<file path="config.mk">
export PLATFORM = sky130hd
export DESIGN_NAME = fir_filter_seq_flat
export DESIGN_NICKNAME = d
export VERILOG_FILES = /design/src/rtl/fir_filter_seq_if.sv /design/src/rtl/fir_filter_seq.sv /design/src/flat_wrapper.sv
export SDC_FILE = /design/constraint.sdc
export NUM_CORES = 2
export LEC_CHECK = 0
export ABC_AREA = 1
export CORE_MARGIN = 2
export CORE_UTILIZATION = 40
export DETAILED_ROUTE_END_ITERATION = 8
export GPL_TIMING_DRIVEN = 0
export SLEW_MARGIN = 20
export SYNTH_ARGS = -nofsm -noshare
export SYNTH_HDL_FRONTEND = slang
export SYNTH_SLANG_ARGS = --single-unit
export TNS_END_PERCENT = 30
</file>
<file path="constraint.sdc">
create_clock -name clk_i -period 13.1 [get_ports clk_i]
set_clock_uncertainty 0.05 [all_clocks]
set_input_delay 1.965 -clock clk_i [delete_from_list [all_inputs] [get_ports clk_i]]
set_output_delay 1.965 -clock clk_i [all_outputs]
set_load 0.03 [all_outputs]
</file>
<file path="src/rtl/fir_filter_seq_if.sv">
// Sample, result and coefficient-port bundle for fir_filter_seq.
// The filter takes the slave modport; the sample source / controller takes master.
interface fir_filter_seq_if #(
   parameter int unsigned DATA_W = 16,
   parameter int unsigned COEF_W = 16,
   parameter int unsigned TAPS   = 15
);
   localparam int unsigned AW = $clog2(TAPS);

   logic                     in_valid;
   logic                     in_ready;
   logic signed [DATA_W-1:0] in_sample;
   logic                     out_valid;
   logic                     out_ready;
   logic signed [DATA_W-1:0] out_sample;
   logic                     coef_we;
   logic        [AW-1:0]     coef_addr;
   logic signed [COEF_W-1:0] coef_data;
   logic                     busy;

   modport master (
      output in_valid, in_sample, out_ready, coef_we, coef_addr, coef_data,
      input  in_ready, out_valid, out_sample, busy
   );

   modport slave (
      input  in_valid, in_sample, out_ready, coef_we, coef_addr, coef_data,
      output in_ready, out_valid, out_sample, busy
   );
endinterface

</file>
<file path="src/rtl/fir_filter_seq.sv">
// Time-multiplexed FIR: one signed MAC walks TAPS coefficients per accepted sample.
// Define FIR_SAT_EN to saturate the output; otherwise the output wraps to DATA_W bits.
module fir_filter_seq #(
   parameter int unsigned DATA_W = 16,
   parameter int unsigned COEF_W = 16,
   parameter int unsigned TAPS   = 15,
   parameter int unsigned FRAC   = 15
) (
   input logic            clk_i,
   input logic            rst_i,
   fir_filter_seq_if.slave bus
);
   localparam int unsigned AW     = $clog2(TAPS);
   localparam int unsigned PROD_W = DATA_W + COEF_W;
   localparam int unsigned ACC_W  = DATA_W + COEF_W + $clog2(TAPS);
   localparam logic [AW-1:0] LastIdx = AW'(TAPS - 1);

   typedef enum logic [1:0] {StIdle, StMac, StOut} state_e;

   state_e                   state_q, state_d;
   logic signed [DATA_W-1:0] delay_q [TAPS];
   logic signed [DATA_W-1:0] delay_d [TAPS];
   logic signed [COEF_W-1:0] coef_q  [TAPS];
   logic signed [COEF_W-1:0] coef_d  [TAPS];
   logic signed [ACC_W-1:0]  acc_q, acc_d;
   logic        [AW-1:0]     idx_q, idx_d;
   logic signed [DATA_W-1:0] out_sample_q, out_sample_d;
   logic                     out_valid_q, out_valid_d;

   logic                     accept, coef_wr, mac_last;
   logic signed [PROD_W-1:0] prod;
   logic signed [ACC_W-1:0]  acc_sum, shifted;
   logic signed [DATA_W-1:0] fmt_val;

   // State register
   always_ff @(posedge clk_i) begin
      if (rst_i) begin
         state_q <= StIdle;
      end else begin
         state_q <= state_d;
      end
   end

   // Next-state logic
   always_comb begin
      state_d = state_q;
      unique case (state_q)
         StIdle:  if (bus.in_valid)     state_d = StMac;
         StMac:   if (idx_q == LastIdx) state_d = StOut;
         StOut:   if (bus.out_ready)    state_d = StIdle;
         default:                       state_d = StIdle;
      endcase
   end

   // Outputs and datapath strobes decoded from state
   always_comb begin
      bus.in_ready = (state_q == StIdle);
      bus.busy     = (state_q != StIdle);
      accept       = (state_q == StIdle) && bus.in_valid;
      coef_wr      = (state_q == StIdle) && bus.coef_we && (bus.coef_addr <= LastIdx);
      mac_last     = (state_q == StMac) && (idx_q == LastIdx);
   end

   assign bus.out_valid  = out_valid_q;
   assign bus.out_sample = out_sample_q;

   assign prod    = coef_q[idx_q] * delay_q[idx_q];
   assign acc_sum = acc_q + {{(ACC_W - PROD_W){prod[PROD_W-1]}}, prod};
   assign shifted = acc_sum >>> FRAC;

`ifdef FIR_SAT_EN
   localparam logic signed [ACC_W-1:0] SatMax = {{(ACC_W-DATA_W+1){1'b0}}, {(DATA_W-1){1'b1}}};
   localparam logic signed [ACC_W-1:0] SatMin = ~SatMax;

   always_comb begin
      if (shifted > SatMax) begin
         fmt_val = SatMax[DATA_W-1:0];
      end else if (shifted < SatMin) begin
         fmt_val = SatMin[DATA_W-1:0];
      end else begin
         fmt_val = shifted[DATA_W-1:0];
      end
   end
`else
   logic unused_shifted_hi;
   assign unused_shifted_hi = ^shifted[ACC_W-1:DATA_W];
   assign fmt_val = shifted[DATA_W-1:0];
`endif

   always_comb begin
      delay_d      = delay_q;
      coef_d       = coef_q;
      acc_d        = acc_q;
      idx_d        = idx_q;
      out_sample_d = out_sample_q;
      out_valid_d  = out_valid_q;
      // A same-cycle coefficient write lands before the MAC pass that uses it
      if (coef_wr) begin
         coef_d[bus.coef_addr] = bus.coef_data;
      end
      if (accept) begin
         delay_d[0] = bus.in_sample;
         for (int i = 1; i < TAPS; i++) begin
            delay_d[i] = delay_q[i-1];
         end
         acc_d = '0;
         idx_d = '0;
      end
      if (state_q == StMac) begin
         acc_d = acc_sum;
         idx_d = mac_last ? idx_q : idx_q + 1'b1;
         if (mac_last) begin
            out_sample_d = fmt_val;
            out_valid_d  = 1'b1;
         end
      end
      if ((state_q == StOut) && bus.out_ready) begin
         out_valid_d = 1'b0;
      end
   end

   always_ff @(posedge clk_i) begin
      if (rst_i) begin
         for (int i = 0; i < TAPS; i++) begin
            delay_q[i] <= '0;
            coef_q[i]  <= '0;
         end
         acc_q        <= '0;
         idx_q        <= '0;
         out_sample_q <= '0;
         out_valid_q  <= 1'b0;
      end else begin
         delay_q      <= delay_d;
         coef_q       <= coef_d;
         acc_q        <= acc_d;
         idx_q        <= idx_d;
         out_sample_q <= out_sample_d;
         out_valid_q  <= out_valid_d;
      end
   end
endmodule

</file>
<file path="src/flat_wrapper.sv">
// flat-port wrapper written by rule: the top's interface ports become plain ports
module fir_filter_seq_flat 
#(
   parameter int unsigned DATA_W = 16,
   parameter int unsigned COEF_W = 16,
   parameter int unsigned TAPS   = 15,
   parameter int unsigned FRAC   = 15
)
  (clk_i, rst_i, bus_in_valid, bus_in_sample, bus_out_ready, bus_coef_we, bus_coef_addr, bus_coef_data, bus_in_ready, bus_out_valid, bus_out_sample, bus_busy);
  fir_filter_seq_if #(.DATA_W(DATA_W), .COEF_W(COEF_W), .TAPS(TAPS)) bus_i ();
  input logic clk_i;
  input logic rst_i;
  input wire logic [$bits(bus_i.in_valid)-1:0] bus_in_valid;
  input wire logic [$bits(bus_i.in_sample)-1:0] bus_in_sample;
  input wire logic [$bits(bus_i.out_ready)-1:0] bus_out_ready;
  input wire logic [$bits(bus_i.coef_we)-1:0] bus_coef_we;
  input wire logic [$bits(bus_i.coef_addr)-1:0] bus_coef_addr;
  input wire logic [$bits(bus_i.coef_data)-1:0] bus_coef_data;
  output wire logic [$bits(bus_i.in_ready)-1:0] bus_in_ready;
  output wire logic [$bits(bus_i.out_valid)-1:0] bus_out_valid;
  output wire logic [$bits(bus_i.out_sample)-1:0] bus_out_sample;
  output wire logic [$bits(bus_i.busy)-1:0] bus_busy;
  assign bus_i.in_valid = bus_in_valid;
  assign bus_i.in_sample = bus_in_sample;
  assign bus_i.out_ready = bus_out_ready;
  assign bus_i.coef_we = bus_coef_we;
  assign bus_i.coef_addr = bus_coef_addr;
  assign bus_i.coef_data = bus_coef_data;
  assign bus_in_ready = bus_i.in_ready;
  assign bus_out_valid = bus_i.out_valid;
  assign bus_out_sample = bus_i.out_sample;
  assign bus_busy = bus_i.busy;
  fir_filter_seq #(.DATA_W(DATA_W), .COEF_W(COEF_W), .TAPS(TAPS), .FRAC(FRAC)) u_core (.clk_i(clk_i), .rst_i(rst_i), .bus(bus_i));
endmodule
</file>
# Word level (Yosys, flattened, before mapping)
# Cells that the tools add are included.
dict set report word_totals {
  regBits 539
  inputBits 41
  output_inout_bits 19
}
dict set report op_classes {
  addsub 2
  n_bitwise 2
  reduce_logical 13
  n_mul 1
  muxes 18
  n_lt_le_gt_ge 4
  eq_ne 7
}
# cell n
set op_table {}
lappend op_table {{$bwmux W240} 1}
lappend op_table {{$bmux W16 S4} 2}
lappend op_table {{$mux W16} 5}
lappend op_table {{$mux W36} 2}
lappend op_table {{$demux W16 S4} 1}
lappend op_table {{$add A36 B36 Y36} 1}
lappend op_table {{$mul A16 B16 Y32} 1}
lappend op_table {{$mux W4} 3}
lappend op_table {{$ge A5 B5 Y1 const B} 2}
lappend op_table {{$not A4 Y5} 2}
lappend op_table {{$ne A2 B2 Y1 const B} 4}
lappend op_table {{$logic_and A1 B1 Y1} 6}
lappend op_table {{$mux W2} 3}
lappend op_table {{$pmux W2 S3} 1}
lappend op_table {{$lt A5 B1 Y1 const B} 1}
lappend op_table {{$add A4 B1 Y4 const B} 1}
lappend op_table {{$eq A4 B4 Y1 const B} 1}
lappend op_table {{$le A4 B4 Y1 const B} 1}
lappend op_table {{$reduce_and A2 Y1} 2}
lappend op_table {{$reduce_bool A2 Y1} 2}
lappend op_table {{$reduce_and A3 Y1} 1}
lappend op_table {{$eq A2 B1 Y1 const B} 1}
lappend op_table {{$eq A2 B2 Y1 const B} 1}
lappend op_table {{$logic_not A2 Y1} 1}
lappend op_table {{$reduce_or A2 Y1} 1}

# Logic depth before layout (Yosys ltp)
dict set report logic_depth {
  ltp_word 7
  mapped_depth 49
  mapped_depth_nobuf 45
}

# Least setup slack after synthesis
# No wires, ideal clock.
dict set report synth_timing {
  path_type {register -> register}
  start {register u_core.idx_q[0]}
  end {register u_core.out_sample_q[15], in the netlist u_core.bus.out_sample[15]}
  required_time_ps 12941
  arrival_ps 7661
  setup_time_ps 109
  path_buffers 5
  stages_incl_launch_ff 46
  synth_period_minus_slack_ps 7820
  path_slack_ps 5280
  path_cell_list {dfxtp_1 > buf_6 > nor2_4 > buf_6 > buf_6 > buf_6 > a221oi_1 > o21ai_0 > nand3_1 > nand3_2 > buf_2 > nand2_1 > inv_1 > fa_1 > inv_1 > fa_1 > fa_1 > fa_1 > (+10 left out) > inv_1 > a21oi_1 > inv_1 > a21oi_1 > o21ai_1 > xor2_1 > ha_1 > inv_1 > nor3_1 > nand2_1 > o21ai_0 > a31oi_1 > inv_1 > nand2_2 > nand2_1 > nand2_1 > nand2_1 > inv_1}
}
dict set report synth_via {
  elab_chain_cells 6
  word_cells_on_any_way 12
  cone_classes {1 x add/sub; 1 x mul; 1 x eq/ne; 6 x mux; 1 x bitwise; 2 x reduce/logical}
}
# item line
set synth_lines {}
lappend synth_lines {{start, declared} fir_filter_seq.sv:26} ;# logic [AW-1:0] idx_q, idx_d;
lappend synth_lines {{start signal, assigned} fir_filter_seq.sv:136} ;# idx_q <= idx_d;
lappend synth_lines {{$not A4 Y5 (not written as such)} fir_filter_seq.sv:67} ;# assign prod = coef_q[idx_q] * delay_q[idx_q];
lappend synth_lines {{$bmux W16 S4} fir_filter_seq.sv:67}
lappend synth_lines {{$mux W16 (not written as such) (2 in series)} fir_filter_seq.sv:67}
lappend synth_lines {{$mul A16 B16 Y32} fir_filter_seq.sv:67}
lappend synth_lines {{$add A36 B36 Y36} fir_filter_seq.sv:68} ;# assign acc_sum = acc_q + {{(ACC_W - PROD_W){prod[PROD_W-1]}}, prod};
lappend synth_lines {{end signal, assigned} fir_filter_seq.sv:137} ;# out_sample_q <= out_sample_d;
lappend synth_lines {{end, declared} fir_filter_seq.sv:27} ;# logic signed [DATA_W-1:0] out_sample_q, out_sample_d;
# Several ways; a longest one is shown, not always the timed one. The select of a mux whose other input is x is not followed.
# A chain may end at the register's enable or synchronous reset.

# Worst setup path in the final report
dict set report layout_timing {
  start {register u_core.idx_q[1]}
  end {register u_core.out_sample_q[15], in the netlist u_core.bus.out_sample[15]}
}
# Same word-level chain as after synthesis.

==> run metrics <==
Max Slew Vio Count=0; routed len/inst=21.8 µm; post-synth top area share=31.1%; fmax=90.8 MHz; period utilisation layout=84.0%; most frequent cells in the layout=nor2_1 (1042), o21ai_0 (671), nand2_1 (621), inv_1 (587), dfxtp_1 (534); NumNets Final=approximately 5300; largest area contributor in the netlist=dfxtp_1; synthesized area=~34000 µm²; # rows=107; total wire length=132000 µm; measured slew at the worst slew-check pin=approximately 1.2 ns; Initial Util=40.4%; Post-CTS Setup Bufs=0; Via-to-Cell Ratio=5.46; CP max-delay cell=clkbuf_1; post-CTS resize count=0; Async S/R FF share, synth=0%; Clock Tree Root=clkbuf_16; Max clock buf depth=3; Num CTS Buffers=approximately 60; overall die height=297 µm; CTS Hold Bufs=0; critical path launch point=u_core.idx_q[1]; maximum vdd ir drop=roughly 0.00015 V; Overflow after GRT=0; most common cell after layout, fill and taps aside=nor2_1; number of setup violations in the final report=0; Layout area overhead=11.6%; post-route ant nets=0; Final Hold Viols=0; routability congestion estimate=between 0.9 and 1; share of cells above drive strength 1=5.48%; number of flops mapped to enable cells by yosys=0; nature of the critical path startpoint=register; synth unique cells=58; vias in the first global route=31559; DRC marker count from the first detailed-route iteration=3688; largest net degree at the start of global routing=17; Clock Latency Late Sink=0.69 ns; Post-Syn Nets=about 5200; clock sinks=about 530; first-pass GRT wire length=between 150000 and 200000 µm; DRT Pass-1 Iters=7; status=completed; worst setup path category=reg2reg; critical path's largest stage delay=0.91 ns; hold slack=0.396 ns; Core Area=85300 µm²; TNS Setup=0 ns; H-tree depth=2; total power=between 7 and 8 mW; leakage=between 15 and 20 nW; CTS tree=built; R2R cell count=41; Placed Instances=5940; Worst R2R End=u_core.bus.out_sample[15]; yosys warns=0; DIE AREA=approximately 88000 µm²; Seq cells post-synth=534; final core utilization=45.1%; Critical Path RT=13.64 ns; RSZ-0062 raised after global routing=no; most frequent CP cell=inv_1; # port buffers=58; Critical Path Sink=u_core.bus.out_sample[15]; Min-Delay Startpoint=u_core.coef_q[13]; worst rel slew slack=approximately a fifth; setup slack, reg-to-reg=2.09 ns; Vias=between 30000 and 40000; GRT Total Usage=29.4%; Main synth FF type=dfxtp_1; RR Startpoint=u_core.idx_q[1]; Seq/Total Area, Yosys=between 30% and 40%; antenna violations before repair=3; Fill cells=8866; PD cells=188 nW/µm²; CP arrival=11.55 ns; largest fanout on the critical path=10; Ports=60; synthesized instance count=4738; DRC viols=0; Die Wd=297 µm; crit path capture type=register; fin cells=approximately 6100; Hold Crit Class=reg2reg; HPWL Detailed=about 100000 µm; clock period minus worst slack=between 10 and 15 ns; clk slew on worst S/H paths=about 0.06 ns; top cells by area, synth=dfxtp_1 (31%), fa_1 (15%), nor2_1 (11%), o21ai_0 (9.8%), nand2_1 (6.8%); Avg Inst Size Synth=7.27 µm²; total of max-cap violations=0
==> power breakdown <==
part / internal [mW] / total, mW / switching [mW]
clock network: 0.986 / 1.74 / 0.750
registers: 1.72 / 1.79 / 0.0671
logic: 1.23 / 3.68 / 2.45
==> cells by family (layout without fill, tap and decap cells) <==
group                    Yosys count  after routing  synth area share (%)
AND/OR/NAND/NOR                 1864           1864                  21.5
AO/OA/AOI/OAI                   1049           1049                  17.0
buffers and inverters            888           1056                  10.5
flip-flops                       534            534                  31.1
adder cells (fa/ha/maj)          372            372                  19.1
XOR/XNOR                          31             31                 0.789
other                              0              2                     0
==> per-stage QoR <==
stage / area [µm²] / setup WS, ns
finish: 38400 / 2.09
global route: 38400 / 1.79
floorplan: 34400 / 5.28
detailed placement: 36400 / 2.56
CTS: 38400 / 2.52
global placement: 36400 / 2.55
==> critical path: cells and delay by family, from the launching register on <==
kind            cells  cell delay (ns)
compound gates     12             3.02
xor+xnor            1             0.26
fa+ha+maj           8             3.70
buf+inv            12             2.27
flops               1             0.39
simple gates        8             1.19
==> sequential cells by signal (all words and copies together) (netlist names) <==
signal / cells
u_core.coef_q: 240
u_core.delay_q: 240
u_core.acc_q: 31
u_core.bus.out_sample: 16
u_core.idx_q: 4
u_core.state_q: 2
u_core.bus.out_valid: 1
==> routing by layer <==
metal	track usage, %	routed length, µm	vias up
met2	46.7	58000	1646
met4	15.3	7860	2
met3	5.24	12300	404
met1	38.3	53600	15727
li1	-	-	15291
met5	0	15	-
==> worst min path at each step <==
stage	to	cells after the start	slack, ns
final	u_core.coef_q[13]	2	0.40
after CTS	u_core.coef_q[13]	2	0.40
after floorplan	u_core.coef_q[15]	2	0.37
after global placement	u_core.coef_q[13]	2	0.38
after detailed placement	u_core.coef_q[13]	2	0.39
after global routing	u_core.coef_q[2]	2	0.41
==> layout make-up <==
cell class | instances | area (µm²) | share of cell area [%]
Multi-Input combinational cell | 3316 | 20100 | 52.4
Tap cell | 1144 | 1430 | 3.72
Clock buffer | 91 | 1800 | 4.69
Inverter | 607 | 2290 | 5.95
Sequential cell | 534 | 10700 | 27.8
Clock inverter | 19 | 186 | 0.485
Timing Repair Buffer | 58 | 581 | 1.51
Antenna cell | 2 | 5.00 | 0.0130
Buffer | 281 | 1320 | 3.43
==> Yosys cell counts, drive strengths merged, types with 5 or more instances <==
cell	count
a21boi	8
a21o	11
a21oi	180
a221oi	34
a22oi	22
a31oi	7
buf	99
clkbuf	182
dfxtp	534
fa	257
ha	115
inv	603
nand2	641
nand3	120
nand3b	9
nand4	10
nor2	1047
nor3	21
o2111ai	26
o211ai	32
o21ai	695
o21bai	7
o221ai	5
o31ai	6
or2	12
xnor2	10
xor2	21
No activity file was read; power rests on OpenSTA's default activity.
